<file path="src/rtl/vram_blit_pkg.sv">
// Shared constants, source encodings and FSM states for the VRAM blitter.
// Colour keying is compiled in only when VRAM_BLIT_COLORKEY_EN is defined.
package vram_blit_pkg;
   localparam int FB_W_DEF = 320;
   localparam int FB_H_DEF = 240;
   localparam int TILE_DIM = 32;

   localparam logic [11:0] COLOR_KEY = 12'hF0F;

   localparam logic [1:0] SRC_BG   = 2'd0;
   localparam logic [1:0] SRC_CHR  = 2'd1;
   localparam logic [1:0] SRC_WALL = 2'd2;
   localparam logic [1:0] SRC_FILL = 2'd3;

   typedef enum logic [1:0] {
      ST_IDLE = 2'd0,
      ST_RUN  = 2'd1,
      ST_DONE = 2'd2
   } blit_state_e;
endpackage

</file>
<file path="src/rtl/blit_addr_gen.sv">
// Tile pixel counter and framebuffer address/bounds generation.
// Row pitch multiply is shift-add when the pitch is 320 (256 + 64).
module blit_addr_gen
   import vram_blit_pkg::*;
#(
   parameter int FB_W = FB_W_DEF,
   parameter int FB_H = FB_H_DEF
) (
   input  logic        clk,
   input  logic        rst,
   input  logic        clr,
   input  logic        en,
   input  logic [8:0]  x,
   input  logic [7:0]  y,
   output logic [9:0]  idx,
   output logic        last,
   output logic        in_bounds,
   output logic [17:0] pix_addr
);
   logic [9:0]  idx_q, idx_d;
   logic [4:0]  tx, ty;
   logic [9:0]  px;
   logic [8:0]  py;
   logic [17:0] row_base;

   always_comb begin
      idx_d = idx_q;
      if (clr)
         idx_d = '0;
      else if (en)
         idx_d = idx_q + 10'd1;
   end

   always_ff @(posedge clk) begin
      if (rst)
         idx_q <= '0;
      else
         idx_q <= idx_d;
   end

   assign idx  = idx_q;
   assign last = (idx_q == 10'(TILE_DIM * TILE_DIM - 1));
   assign tx   = idx_q[4:0];
   assign ty   = idx_q[9:5];
   assign px   = 10'(x) + 10'(tx);
   assign py   = 9'(y) + 9'(ty);

   assign in_bounds = (px < 10'(FB_W)) && (py < 9'(FB_H));

   if (FB_W == 320) begin : g_shift
      assign row_base = (18'(py) << 8) + (18'(py) << 6);
   end else begin : g_mul
      assign row_base = 18'(py) * 18'(FB_W);
   end

   assign pix_addr = row_base + 18'(px);
endmodule

</file>
<file path="src/rtl/vram_blitter.sv">
// VRAM write-port arbiter: CPU stores always win, tile blitter fills idle slots.
// Define VRAM_BLIT_COLORKEY_EN to honour blit_key_en (transparent 12'hF0F).
module vram_blitter
   import vram_blit_pkg::*;
#(
   parameter int FB_W = FB_W_DEF,
   parameter int FB_H = FB_H_DEF
) (
   input  logic        clk,
   input  logic        rst,
   input  logic        cpu_we,
   input  logic [17:0] cpu_addr,
   input  logic [11:0] cpu_data,
   input  logic        blit_start,
   input  logic [1:0]  blit_sel,
   input  logic [8:0]  blit_x,
   input  logic [7:0]  blit_y,
   input  logic [11:0] blit_fill,
   input  logic        blit_key_en,
   input  logic [11:0] bg_data,
   input  logic [11:0] chr_data,
   input  logic [11:0] wall_data,
   output logic [9:0]  rom_addr,
   output logic        blit_busy,
   output logic        blit_done,
   output logic        vram_we,
   output logic [17:0] vram_addr,
   output logic [11:0] vram_data
);
   blit_state_e state_q, state_d;
   logic [1:0]  sel_q, sel_d;
   logic [8:0]  x_q, x_d;
   logic [7:0]  y_q, y_d;
   logic [11:0] fill_q, fill_d;
   logic        key_q, key_d;
   logic        we_q, we_d;
   logic [17:0] addr_q, addr_d;
   logic [11:0] data_q, data_d;

   logic        clr, adv, issue, keyed, pix_we;
   logic [9:0]  idx;
   logic        last, in_bounds;
   logic [17:0] pix_addr;
   logic [11:0] src_data;

   blit_addr_gen #(
      .FB_W (FB_W),
      .FB_H (FB_H)
   ) u_addr (
      .clk       (clk),
      .rst       (rst),
      .clr       (clr),
      .en        (adv),
      .x         (x_q),
      .y         (y_q),
      .idx       (idx),
      .last      (last),
      .in_bounds (in_bounds),
      .pix_addr  (pix_addr)
   );

   always_comb begin
      state_d = state_q;
      sel_d   = sel_q;
      x_d     = x_q;
      y_d     = y_q;
      fill_d  = fill_q;
      key_d   = key_q;
      clr     = 1'b0;
      adv     = 1'b0;
      unique case (state_q)
         ST_IDLE: begin
            if (blit_start) begin
               state_d = ST_RUN;
               sel_d   = blit_sel;
               x_d     = blit_x;
               y_d     = blit_y;
               fill_d  = blit_fill;
               key_d   = blit_key_en;
               clr     = 1'b1;
            end
         end
         ST_RUN: begin
            if (!cpu_we) begin
               adv = 1'b1;
               if (last)
                  state_d = ST_DONE;
            end
         end
         ST_DONE: state_d = ST_IDLE;
         default: state_d = ST_IDLE;
      endcase
   end

   always_comb begin
      src_data = fill_q;
      unique case (sel_q)
         SRC_BG:   src_data = bg_data;
         SRC_CHR:  src_data = chr_data;
         SRC_WALL: src_data = wall_data;
         SRC_FILL: src_data = fill_q;
         default:  src_data = fill_q;
      endcase
   end

`ifdef VRAM_BLIT_COLORKEY_EN
   assign keyed = key_q && (sel_q != SRC_FILL) && (src_data == COLOR_KEY);
`else
   logic unused_key;
   assign unused_key = key_q;
   assign keyed      = 1'b0;
`endif

   assign issue  = (state_q == ST_RUN) && !cpu_we;
   assign pix_we = issue && in_bounds && !keyed;

   // CPU store takes the slot; the blit pixel simply is not issued this cycle
   always_comb begin
      we_d   = cpu_we || pix_we;
      addr_d = cpu_we ? cpu_addr : pix_addr;
      data_d = cpu_we ? cpu_data : src_data;
   end

   always_ff @(posedge clk) begin
      if (rst) begin
         state_q <= ST_IDLE;
         sel_q   <= '0;
         x_q     <= '0;
         y_q     <= '0;
         fill_q  <= '0;
         key_q   <= 1'b0;
         we_q    <= 1'b0;
         addr_q  <= '0;
         data_q  <= '0;
      end else begin
         state_q <= state_d;
         sel_q   <= sel_d;
         x_q     <= x_d;
         y_q     <= y_d;
         fill_q  <= fill_d;
         key_q   <= key_d;
         we_q    <= we_d;
         addr_q  <= addr_d;
         data_q  <= data_d;
      end
   end

   assign rom_addr  = (state_q == ST_RUN) ? idx : '0;
   assign blit_busy = (state_q != ST_IDLE);
   assign blit_done = (state_q == ST_DONE);
   assign vram_we   = we_q;
   assign vram_addr = addr_q;
   assign vram_data = data_q;
endmodule
</file>
<file path="config.mk">
export PLATFORM = sky130hd
export DESIGN_NAME = vram_blitter
export DESIGN_NICKNAME = d
export VERILOG_FILES = /design/src/rtl/vram_blit_pkg.sv /design/src/rtl/blit_addr_gen.sv /design/src/rtl/vram_blitter.sv
export SDC_FILE = /design/constraint.sdc
export NUM_CORES = 1
export LEC_CHECK = 0
export CAP_MARGIN = 15
export CORE_ASPECT_RATIO = 0.9
export CORE_UTILIZATION = 39
export DETAILED_ROUTE_END_ITERATION = 6
export PLACE_DENSITY = 0.71
export SKIP_LAST_GASP = 1
export SYNTH_ARGS = -nofsm -noshare
export SYNTH_HDL_FRONTEND = slang
export SYNTH_HIERARCHICAL = 1
export SYNTH_SLANG_ARGS = --single-unit
export TNS_END_PERCENT = 100
</file>
<file path="constraint.sdc">
create_clock -name clk -period 10.5 [get_ports clk]
set_clock_uncertainty 0.05 [all_clocks]
set_input_delay 2.1 -clock clk [delete_from_list [all_inputs] [get_ports clk]]
set_output_delay 2.1 -clock clk [all_outputs]
set_load 0.05 [all_outputs]
</file>
## After elaboration in Yosys (flattened, before gate mapping)

Cells that the tools add are included.

- Register bits after elaboration: 74
- Output and inout bits: 43
- Word-level logic and storage cells: 48

- $add $sub $neg: 5
- Magnitude comparators: 2
- Equality and inequality tests: 9
- Multiplexer cells: 12
- Reductions and logical operators: 11

Operator list:

| kind | count |
|---|---|
| $pmux 12 s4 | 1 |
| $add 17x15->18 | 1 |
| $add 18x10->18 | 1 |
| $mux 18 | 1 |
| $mux 12 | 1 |
| $add 10x1->10 const B | 1 |
| $add 9x5->10 | 1 |
| $eq 10x10->1 const B | 1 |
| $lt 10x9->1 const B | 1 |
| $mux 10 | 1 |
| $add 8x5->9 | 1 |
| $lt 9x8->1 const B | 1 |
| $eq 2x2->1 const B | 3 |
| $mux 2 | 3 |
| $ne 2x2->1 const B | 3 |
| $eq 2x1->1 const B | 2 |
| $logic_not 2->1 | 2 |
| $mux 1 | 4 |
| $pmux 2 s2 | 1 |
| $logic_and 1x1->1 | 3 |
| $reduce_and 3->1 | 1 |
| $reduce_and 2->1 | 1 |
| $reduce_bool 2->1 | 1 |
| $reduce_or 2->1 | 1 |
| other kinds (2) | 2 |

## Logic depth before layout (Yosys ltp)

Gate-level depths: netlist of the first run.

- Word-level depth: 5
- Mapped depth: 17
- Depth with buffers taken out: 17

## Hierarchy

Netlist of the first run, hierarchy kept.

By module, submodules not included:

| module | instances | cells each | area an instance (um^2) |
|---|---|---|---|
| vram_blitter | 1 | 273 | 2622.5 |
| blit_addr_gen | 1 | 196 | 1557.7 |

## Worst setup path before layout of the first run

Ideal clock, no wire load.

- Path type: input port to flip-flop
- From: input port cpu_we
- To: register u_addr.idx_q[6] (netlist: u_addr/idx[6])
- Arrival time: 3414 ps
- Data required time: 10379 ps
- Setup slack: 6965 ps
- Stages on the path: 7
- Path buffers: 3
- Cell sequence: clkbuf_1 buf_2 nor2_1 clkbuf_1 nand4_1 or3_1 a21oi_1

- Word-level cells in the longest chain between the ends: 2

Ends and longest elaborated chain:

| element | line | text |
|---|---|---|
| from (decl) | vram_blitter.sv:11 | `input logic cpu_we,` |
| $mux 1 | vram_blitter.sv:84 | `if (!cpu_we) begin` |
| $mux 1 | vram_blitter.sv:71 | `unique case (state_q)` |
| via adv | vram_blitter.sv:40 | `logic clr, adv, issue, keyed, pix_we;` |
| to (signal assigned) | blit_addr_gen.sv:38 | `idx_q <= idx_d;` |
| to (decl) | blit_addr_gen.sv:20 | `logic [9:0] idx_q, idx_d;` |

The timed path passes the listed nets, and every way through them passes these cells.
A chain may end at the register's enable or synchronous reset.

## Worst setup path after layout of the first run

- From: register state_q[0]
- To: output port rom_addr[8]

- Word-level cells in the longest chain between the ends: 2

Ends and longest elaborated chain:

| element | line | text |
|---|---|---|
| from (decl) | vram_blitter.sv:30 | `blit_state_e state_q, state_d;` |
| from (signal assigned) | vram_blitter.sv:136 | `state_q <= state_d;` |
| $eq 2x1->1 | vram_blitter.sv:148 | `assign rom_addr = (state_q == ST_RUN) ? idx : '0;` |
| $mux 10 | vram_blitter.sv:148 |  |
| to (decl) | vram_blitter.sv:23 | `output logic [9:0] rom_addr,` |

Every way passes these cells.

==> results.py, run 1 <==
metrics = {
    "setup_path": {
        "timing.rr.start": "u_addr/idx[1]$_SDFFE_PP0P_",
        "endpoint": "rom_addr[8]",
        "worstSetupEndpointType": "output port",
        "required_time_worst_endpoint_ns": 8.35,
        "timing.critical_path.from": "state_q[0]$_SDFFE_PP0P_",
        "path_max_fanout": 12,
        "rr_endpoint": "vram_addr[17]$_SDFF_PP0_",
        "arrival_ns": 2.27,
        "number_of_cell_instances_on_the_worst_register_to_register_path": 17,
        "crit_path_launch_type": "flip-flop",
        "timing.setup.critical_path_class": "flip-flop to output port",
        "worst-r2r-setup-slack_ns": 6.49,
    },
    "synthesis": {
        "post_synth_xor_area_fraction_pct": 4.82,
        "synthesis.instances": 469,
        "share_of_flip_flops_with_an_asynchronous_set_or_reset_after_synthesis_pct": 0,
        "netlist_top_cells_area": "sky130_fd_sc_hd__dfxtp_1 (35%), sky130_fd_sc_hd__ha_1 (8.1%), sky130_fd_sc_hd__mux2i_1 (7.7%)",
        "synth.yosys.seq_area_share_pct": 35.4,
        "syn_area_per_cell_um2": 8.91,
        "synth_top_family_by_area": "simple AND/OR/NAND/NOR gates",
        "most_used_flip_flop_cell_after_synthesis": "sky130_fd_sc_hd__dfxtp_1",
        "netlist-cell-type-count": 50,
        "synth_largest_type_area_fraction_pct": 35.4,
        "yosys.cell_count.top_type": "sky130_fd_sc_hd__nand2_1",
        "synth_enable_flop_cells": 0,
        "synthesis.yosys.warnings": 6,
        "post_synth_fa_ha_maj_area_fraction_pct": 10.5,
        "synthesis.area_mm2": 0.00418,
        "synth.area.mux_share_pct": 14.2,
        "synth_compound_gate_area_share_pct": 10.7,
        "synth-seq-cells": 74,
        "post_synthesis_share_of_cell_area_spent_on_and_or_nand_and_nor_gates_pct": 19.7,
        "syn_nets": 603,
        "post_synth_most_frequent_cells": "sky130_fd_sc_hd__nand2_1 (79), sky130_fd_sc_hd__dfxtp_1 (74), sky130_fd_sc_hd__nor2_1 (62), sky130_fd_sc_hd__a21oi_1 (41), sky130_fd_sc_hd__mux2i_1 (32)",
        "synth_top_area_cell": "sky130_fd_sc_hd__dfxtp_1",
    },
    "clocking": {
        "cts_root_buffer": "sky130_fd_sc_hd__clkbuf_16",
        "clk_pin_slew_ns": 0.06,
        "worst_skew_pair.late_latency_ns": 0.32,
        "cts_tree": "yes",
        "clock_tree.htree_level_count": 3,
        "cts_made_buffers": 9,
        "cts.repair_timing.setup_buffer_count": 0,
        "clock_path_buffers": 2,
        "postCtsHoldBufs": 0,
        "cts.sink_count": 74,
        "cts-resized-gates": 0,
    },
    "global_routing": {
        "largest_net_degree_at_the_start_of_global_routing": 66,
        "first_global_vias": 3563,
        "met1_resource_use_gr_pct": 26.5,
        "globalRouteMet2Util_pct": 33.1,
        "grt_util_met3_pct": 4.53,
        "grt_use_total_pct": 20.1,
        "grt_antenna_before_repair": 0,
        "grt_first_pass_wirelength_um": 17800,
        "layer_with_the_highest_usage": "met2",
        "global_route_congestion_overflow_total": 0,
    },
    "finish": {
        "post-route-util_pct": 58.0,
        "layout-area-overhead-vs-synth_pct": 43.3,
        "antenna_cells": 0,
        "filler_free_cell_count_of_the_finished_design": 736,
        "drive_above_1_share_pct": 7.08,
        "number_of_nets_at_the_end_of_the_flow": 736,
    },
    "floorplan": {
        "core_area_mm2": 0.0103,
        "die_area_mm2": 0.0111,
        "rows": 35,
        "pin_count": 145,
        "initial_utilization_pct": 40.4,
        "floorplan.die.height_um": 100,
        "die_w_um": 111,
    },
    "timing": {
        "timing.setup.tns_ns": 0,
        "rsz0062_at_grt": "false",
        "drv_slew": 0,
        "report.final.hold_viol_count": 0,
        "worst_slew_margin_pct": 43.0,
        "final_worst_path_period_need_ns": 4.42,
        "tightestPinTransition_ns": 0.854,
        "final_min_period_over_clock_period_pct": 42.1,
        "max_freq_mhz": 226,
        "timing.final.setup_violations": 0,
    },
    "power_and_ir_drop": {
        "power.switching_w": 0.000216,
        "leak_pwr_nw": 2.43,
        "comb_power_share_pct": 19.9,
        "ir_drop_v": 0.0000658,
        "post-layout-total-power_w": 0.000834,
        "power_frac_clock_pct": 43.0,
        "p_int_w": 0.000618,
        "sw_frac_of_total_pct": 25.9,
        "sequential_power_share_pct": 37.0,
        "powerDensity_mw_per_mm2": 139,
    },
    "routing": {
        "drtAntennaViolNets": 0,
        "detail_route.iter0.violations": 116,
        "drcViolationCount": 16,
        "vias": 3642,
        "routed_via_density": 4.95,
        "firstDrtPassIters": 7,
        "routedWlPerCell_um": 14.9,
        "detail_route.wirelength_um": 11000,
    },
    "worst_hold_path": {
        "hp-class": "flip-flop to flip-flop",
    },
    "placement": {
        "cell_count_after_placement": 720,
        "portBuffers": 143,
        "detailed_place_hpwl_um": 8320,
        "routability_congestion": 0.774,
    },
    "outcome": {
        "failed_checks": "design-rule violations",
        "status": "finished with violations",
    },
    "run": {
        "drv_cap": 0,
    },
}
## cells by family (layout without fill, tap and decap cells)
kind of cell,after synthesis,count (layout)
buffers and inverters,35,173
adder cells (fa/ha/maj),32,32
flip-flops,74,74
AND/OR/NAND/NOR,188,188
multiplexers,44,44
XOR/XNOR,23,23
AO/OA/AOI/OAI,73,73
## flip-flops by register name (all words and copies together) (netlist names)
signal / cells
vram_addr: 18
fill_q: 12
vram_data: 12
u_addr/idx: 10
x_q: 9
y_q: 8
sel_q: 2
state_q: 2
vram_we: 1
## power groups by stage
stage | Combinational, W | Sequential (W) | Clock [W]
finish | 0.000166 | 0.000309 | 0.000359
CTS | 0.000167 | 0.000309 | 0.000366
global route | 0.000179 | 0.000311 | 0.000379
global placement | 0.000163 | 0.000314 | 0
floorplan | 0.0000711 | 0.000342 | 0
detailed placement | 0.000166 | 0.000315 | 0
## per-stage QoR
stage	hold slack, ns	setup slack (ns)	area (um2)
6_report	0.408	6.08	5990
5_1_grt	0.433	5.97	5990
4_1_cts	0.412	6.09	5990
3_5_place_dp	0.404	6.41	5640
3_3_place_gp	0.390	6.47	5640
2_1_floorplan	0.382	6.97	4180
## per-layer routing
| metal | share of wire [%] | up-vias |
|---|---|---|
| li1 | - | 1872 |
| met1 | 48 | 1680 |
| met2 | 47 | 79 |
| met3 | 3.5 | 11 |
| met4 | 1.3 | 0 |
| met5 | 0 | - |
## critical path: stages (launching register included)
cell	delay, ns
sky130_fd_sc_hd__dfxtp_1	0.38
sky130_fd_sc_hd__nor2b_1	0.52
sky130_fd_sc_hd__and2_1	0.23
sky130_fd_sc_hd__clkdlybuf4s50_1	0.81
## cell type report
| cell class | count | area [um2] |
|---|---|---|
| Inverter | 11 | 46.3 |
| Clock buffer | 10 | 239 |
| Tap cell | 129 | 161 |
| Multi-Input combinational cell | 360 | 2500 |
| Timing Repair Buffer | 146 | 1440 |
| Sequential cell | 74 | 1480 |
| Clock inverter | 6 | 114 |
| Fill cell | 927 | 4340 |
## how the worst min path moves through the flow
stage / startpoint / end / cells past startpoint
floorplan: fill_q[0]$_SDFFE_PP0P_ / fill_q[0]$_SDFFE_PP0P_ / 2
global placement: fill_q[2]$_SDFFE_PP0P_ / fill_q[2]$_SDFFE_PP0P_ / 2
detailed placement: fill_q[6]$_SDFFE_PP0P_ / fill_q[6]$_SDFFE_PP0P_ / 2
CTS: x_q[3]$_SDFFE_PP0P_ / x_q[3]$_SDFFE_PP0P_ / 2
global route: fill_q[4]$_SDFFE_PP0P_ / fill_q[4]$_SDFFE_PP0P_ / 2
finish: fill_q[6]$_SDFFE_PP0P_ / fill_q[6]$_SDFFE_PP0P_ / 2
## placed cells by master (no fill, tap or decap), types with 9 or more instances in the layout
cell type / n
sky130_fd_sc_hd__nand2_1: 79
sky130_fd_sc_hd__mux2i_1: 32
sky130_fd_sc_hd__and2_1: 11
sky130_fd_sc_hd__mux4_2: 11
sky130_fd_sc_hd__o21ai_0: 12
sky130_fd_sc_hd__clkbuf_16: 9
sky130_fd_sc_hd__clkdlybuf4s50_1: 141
sky130_fd_sc_hd__ha_1: 27
sky130_fd_sc_hd__xnor2_1: 13
sky130_fd_sc_hd__xor2_1: 10
sky130_fd_sc_hd__a21oi_1: 41
sky130_fd_sc_hd__inv_1: 10
sky130_fd_sc_hd__nor2_1: 62
sky130_fd_sc_hd__dfxtp_1: 74
Note: power is estimated with default switching activity, not from simulation.
==> run 2: changes to the inputs <==
==> constraint.sdc (replaced) <==
create_clock -name clk -period 4.6 [get_ports clk]
set_clock_uncertainty 0.05 [all_clocks]
set_input_delay 0.92 -clock clk [delete_from_list [all_inputs] [get_ports clk]]
set_output_delay 0.92 -clock clk [all_outputs]
set_load 0.05 [all_outputs]
==> results.py, run 2 (synthesized netlist as in run 1, its figures left out) <==
metrics = {
    "routing": {
        "drcViolationCount": 16,
        "detail_route.wirelength_um": 11100,
        "firstDrtPassIters": 6,
        "routedWlPerCell_um": 15.1,
        "drtAntennaViolNets": 0,
        "vias": 3662,
        "detail_route.iter0.violations": 128,
        "routed_via_density": 4.97,
    },
    "power_and_ir_drop": {
        "leak_pwr_nw": 2.43,
        "ir_drop_v": 0.000157,
        "post-layout-total-power_w": 0.00183,
        "powerDensity_mw_per_mm2": 307,
    },
    "finish": {
        "antenna_cells": 0,
        "filler_free_cell_count_of_the_finished_design": 737,
        "largest_reg_flops": 18,
        "most_frequent_cells_in_the_layout": "sky130_fd_sc_hd__clkdlybuf4s50_1 (141), sky130_fd_sc_hd__nand2_1 (79), sky130_fd_sc_hd__dfxtp_1 (74)",
        "num-fill-cells": 914,
        "drive_above_1_share_pct": 7.07,
        "number_of_nets_at_the_end_of_the_flow": 737,
        "mostFrequentLayoutCell": "sky130_fd_sc_hd__clkdlybuf4s50_1",
        "multi_input_combinational_cell_area_mm2": 0.00250,
        "layout-area-overhead-vs-synth_pct": 42.7,
        "layout.area.seq_mm2": 0.00148,
        "post-route-util_pct": 57.7,
    },
    "timing": {
        "final_worst_path_period_need_ns": 4.00,
        "max_freq_mhz": 250,
        "tightestPinTransition_ns": 0.846,
        "drv_slew": 0,
        "timing.final.setup_violations": 0,
        "rsz0062_at_grt": "false",
        "final_min_period_over_clock_period_pct": 86.9,
        "timing.setup.tns_ns": 0,
        "report.final.hold_viol_count": 0,
        "worst_slew_margin_pct": 43.5,
        "fin_worst_hold_slack_ns": 0.409,
    },
    "floorplan": {
        "core_area_mm2": 0.0103,
        "die_area_mm2": 0.0111,
        "rows": 35,
        "pin_count": 145,
        "initial_utilization_pct": 40.4,
        "floorplan.die.height_um": 100,
        "die_w_um": 111,
    },
    "setup_path": {
        "path_max_fanout": 7,
        "cp_num_buf_inv": 0,
        "timing.setup.critical_path_class": "flip-flop to flip-flop",
        "worstSetupEndpointType": "flip-flop",
        "critPathTopFamily": "compound AO/OA/AOI/OAI gates",
        "path_cells": "ha_1 -> a21oi_1 -> o21ai_0 -> o31ai_1 -> nor2_1 -> fa_1 -> ha_1 -> nor2b_1 -> o21ai_0 -> a21oi_1 -> o41ai_2 -> o21ai_0 -> mux2i_1 -> nor2_1",
        "number_of_cell_instances_on_the_worst_register_to_register_path": 14,
        "rr_endpoint": "vram_addr[17]$_SDFF_PP0_",
        "arrival_ns": 4.14,
        "critical-path-max-stage-delay_ns": 0.52,
        "timing.rr.start": "u_addr/idx[1]$_SDFFE_PP0P_",
        "crit_path_launch_type": "flip-flop",
        "worst-r2r-setup-slack_ns": 0.60,
        "cp_common_cell": "sky130_fd_sc_hd__o21ai_0",
        "crit_path_top_delay_cell": "sky130_fd_sc_hd__o31ai_1",
        "endpoint": "vram_addr[17]$_SDFF_PP0_",
        "cp_num_cells": 14,
        "required_time_worst_endpoint_ns": 4.74,
        "timing.critical_path.from": "u_addr/idx[1]$_SDFFE_PP0P_",
    },
    "global_routing": {
        "first_global_vias": 3631,
        "grt_use_total_pct": 20.3,
        "grt_antenna_before_repair": 0,
        "largest_net_degree_at_the_start_of_global_routing": 54,
        "grt_first_pass_wirelength_um": 17900,
        "global_route_congestion_overflow_total": 0,
    },
    "run": {
        "drv_cap": 0,
    },
    "clocking": {
        "clk_pin_slew_ns": 0.06,
        "clock_path_buffers": 2,
        "cts_root_buffer": "sky130_fd_sc_hd__clkbuf_16",
        "cts.sink_count": 74,
        "postCtsHoldBufs": 0,
        "cts_tree": "yes",
        "cts.repair_timing.setup_buffer_count": 0,
        "cts-resized-gates": 0,
        "clock_tree.htree_level_count": 3,
        "worst_skew_pair.late_latency_ns": 0.32,
        "cts_made_buffers": 9,
    },
    "outcome": {
        "status": "finished with violations",
        "failed_checks": "design-rule violations",
    },
    "worst_hold_path": {
        "hp-class": "flip-flop to flip-flop",
    },
    "placement": {
        "routability_congestion": 0.814,
        "detailed_place_hpwl_um": 8490,
        "portBuffers": 143,
        "cell_count_after_placement": 721,
    },
}
-- run 2: changes by cell type in the layout (fill, tap and decap cells not counted) --
cell and delta:
sky130_fd_sc_hd__buf_4 +1, sky130_fd_sc_hd__bufinv_16 -1, sky130_fd_sc_hd__clkbuf_1 +1, sky130_fd_sc_hd__clkinv_2 +2, sky130_fd_sc_hd__clkinv_4 -1, sky130_fd_sc_hd__clkinvlp_4 -1
-- run 2: per-stage QoR --
stage	area, um2	setup slack [ns]
floorplan	4180	1.11
global placement	5650	0.782
detailed placement	5650	0.615
global route	5970	0.147
CTS	5970	0.597
finish	5970	0.602
-- run 2: worst reg2reg max path: cells and delay by family (launching register included) --
family                     cells  cell delay (ns)
AOI/OAI and AO/OA              7             1.70
adders and majority gates      3             1.14
muxes                          1             0.16
DFF                            1             0.50
and+or+nand+nor                3             0.34
-- run 2: layout make-up --
class | count | share of cell area [%]
repair buffers | 147 | 24.3
well taps | 129 | 2.71
flip-flops and latches | 74 | 24.8
inverters | 11 | 0.776
clock buffers | 11 | 4.07
multi-input cells | 360 | 42.0
clock inverters | 5 | 1.30
-- run 2: per-layer routing --
metal  share of wire [%]  vias to the layer above  GRT usage, %
li1                    -                     1868             -
met1                  48                     1705          27.9
met2                  47                       84          32.7
met3                 4.4                        5          4.17
met4                0.64                        0          4.89
met5                   0                        -             0
-- run 2: worst min path at each step --
stage | slack, ns | cells after the start | to | start
4_1_cts | 0.41 | 2 | fill_q[4]$_SDFFE_PP0P_ | fill_q[4]$_SDFFE_PP0P_
3_3_place_gp | 0.39 | 2 | fill_q[4]$_SDFFE_PP0P_ | fill_q[4]$_SDFFE_PP0P_
5_1_grt | 0.43 | 2 | fill_q[4]$_SDFFE_PP0P_ | fill_q[4]$_SDFFE_PP0P_
3_5_place_dp | 0.40 | 2 | fill_q[4]$_SDFFE_PP0P_ | fill_q[4]$_SDFFE_PP0P_
6_report | 0.41 | 2 | fill_q[6]$_SDFFE_PP0P_ | fill_q[6]$_SDFFE_PP0P_
2_1_floorplan | 0.38 | 2 | fill_q[0]$_SDFFE_PP0P_ | fill_q[0]$_SDFFE_PP0P_
-- run 2: power breakdown --
part / internal [W] / leakage (nW) / switching [W]
sequential: 0.000679 / 0.609 / 0.0000262
combinational: 0.000187 / 1.66 / 0.000193
clock: 0.000488 / 0.156 / 0.000259
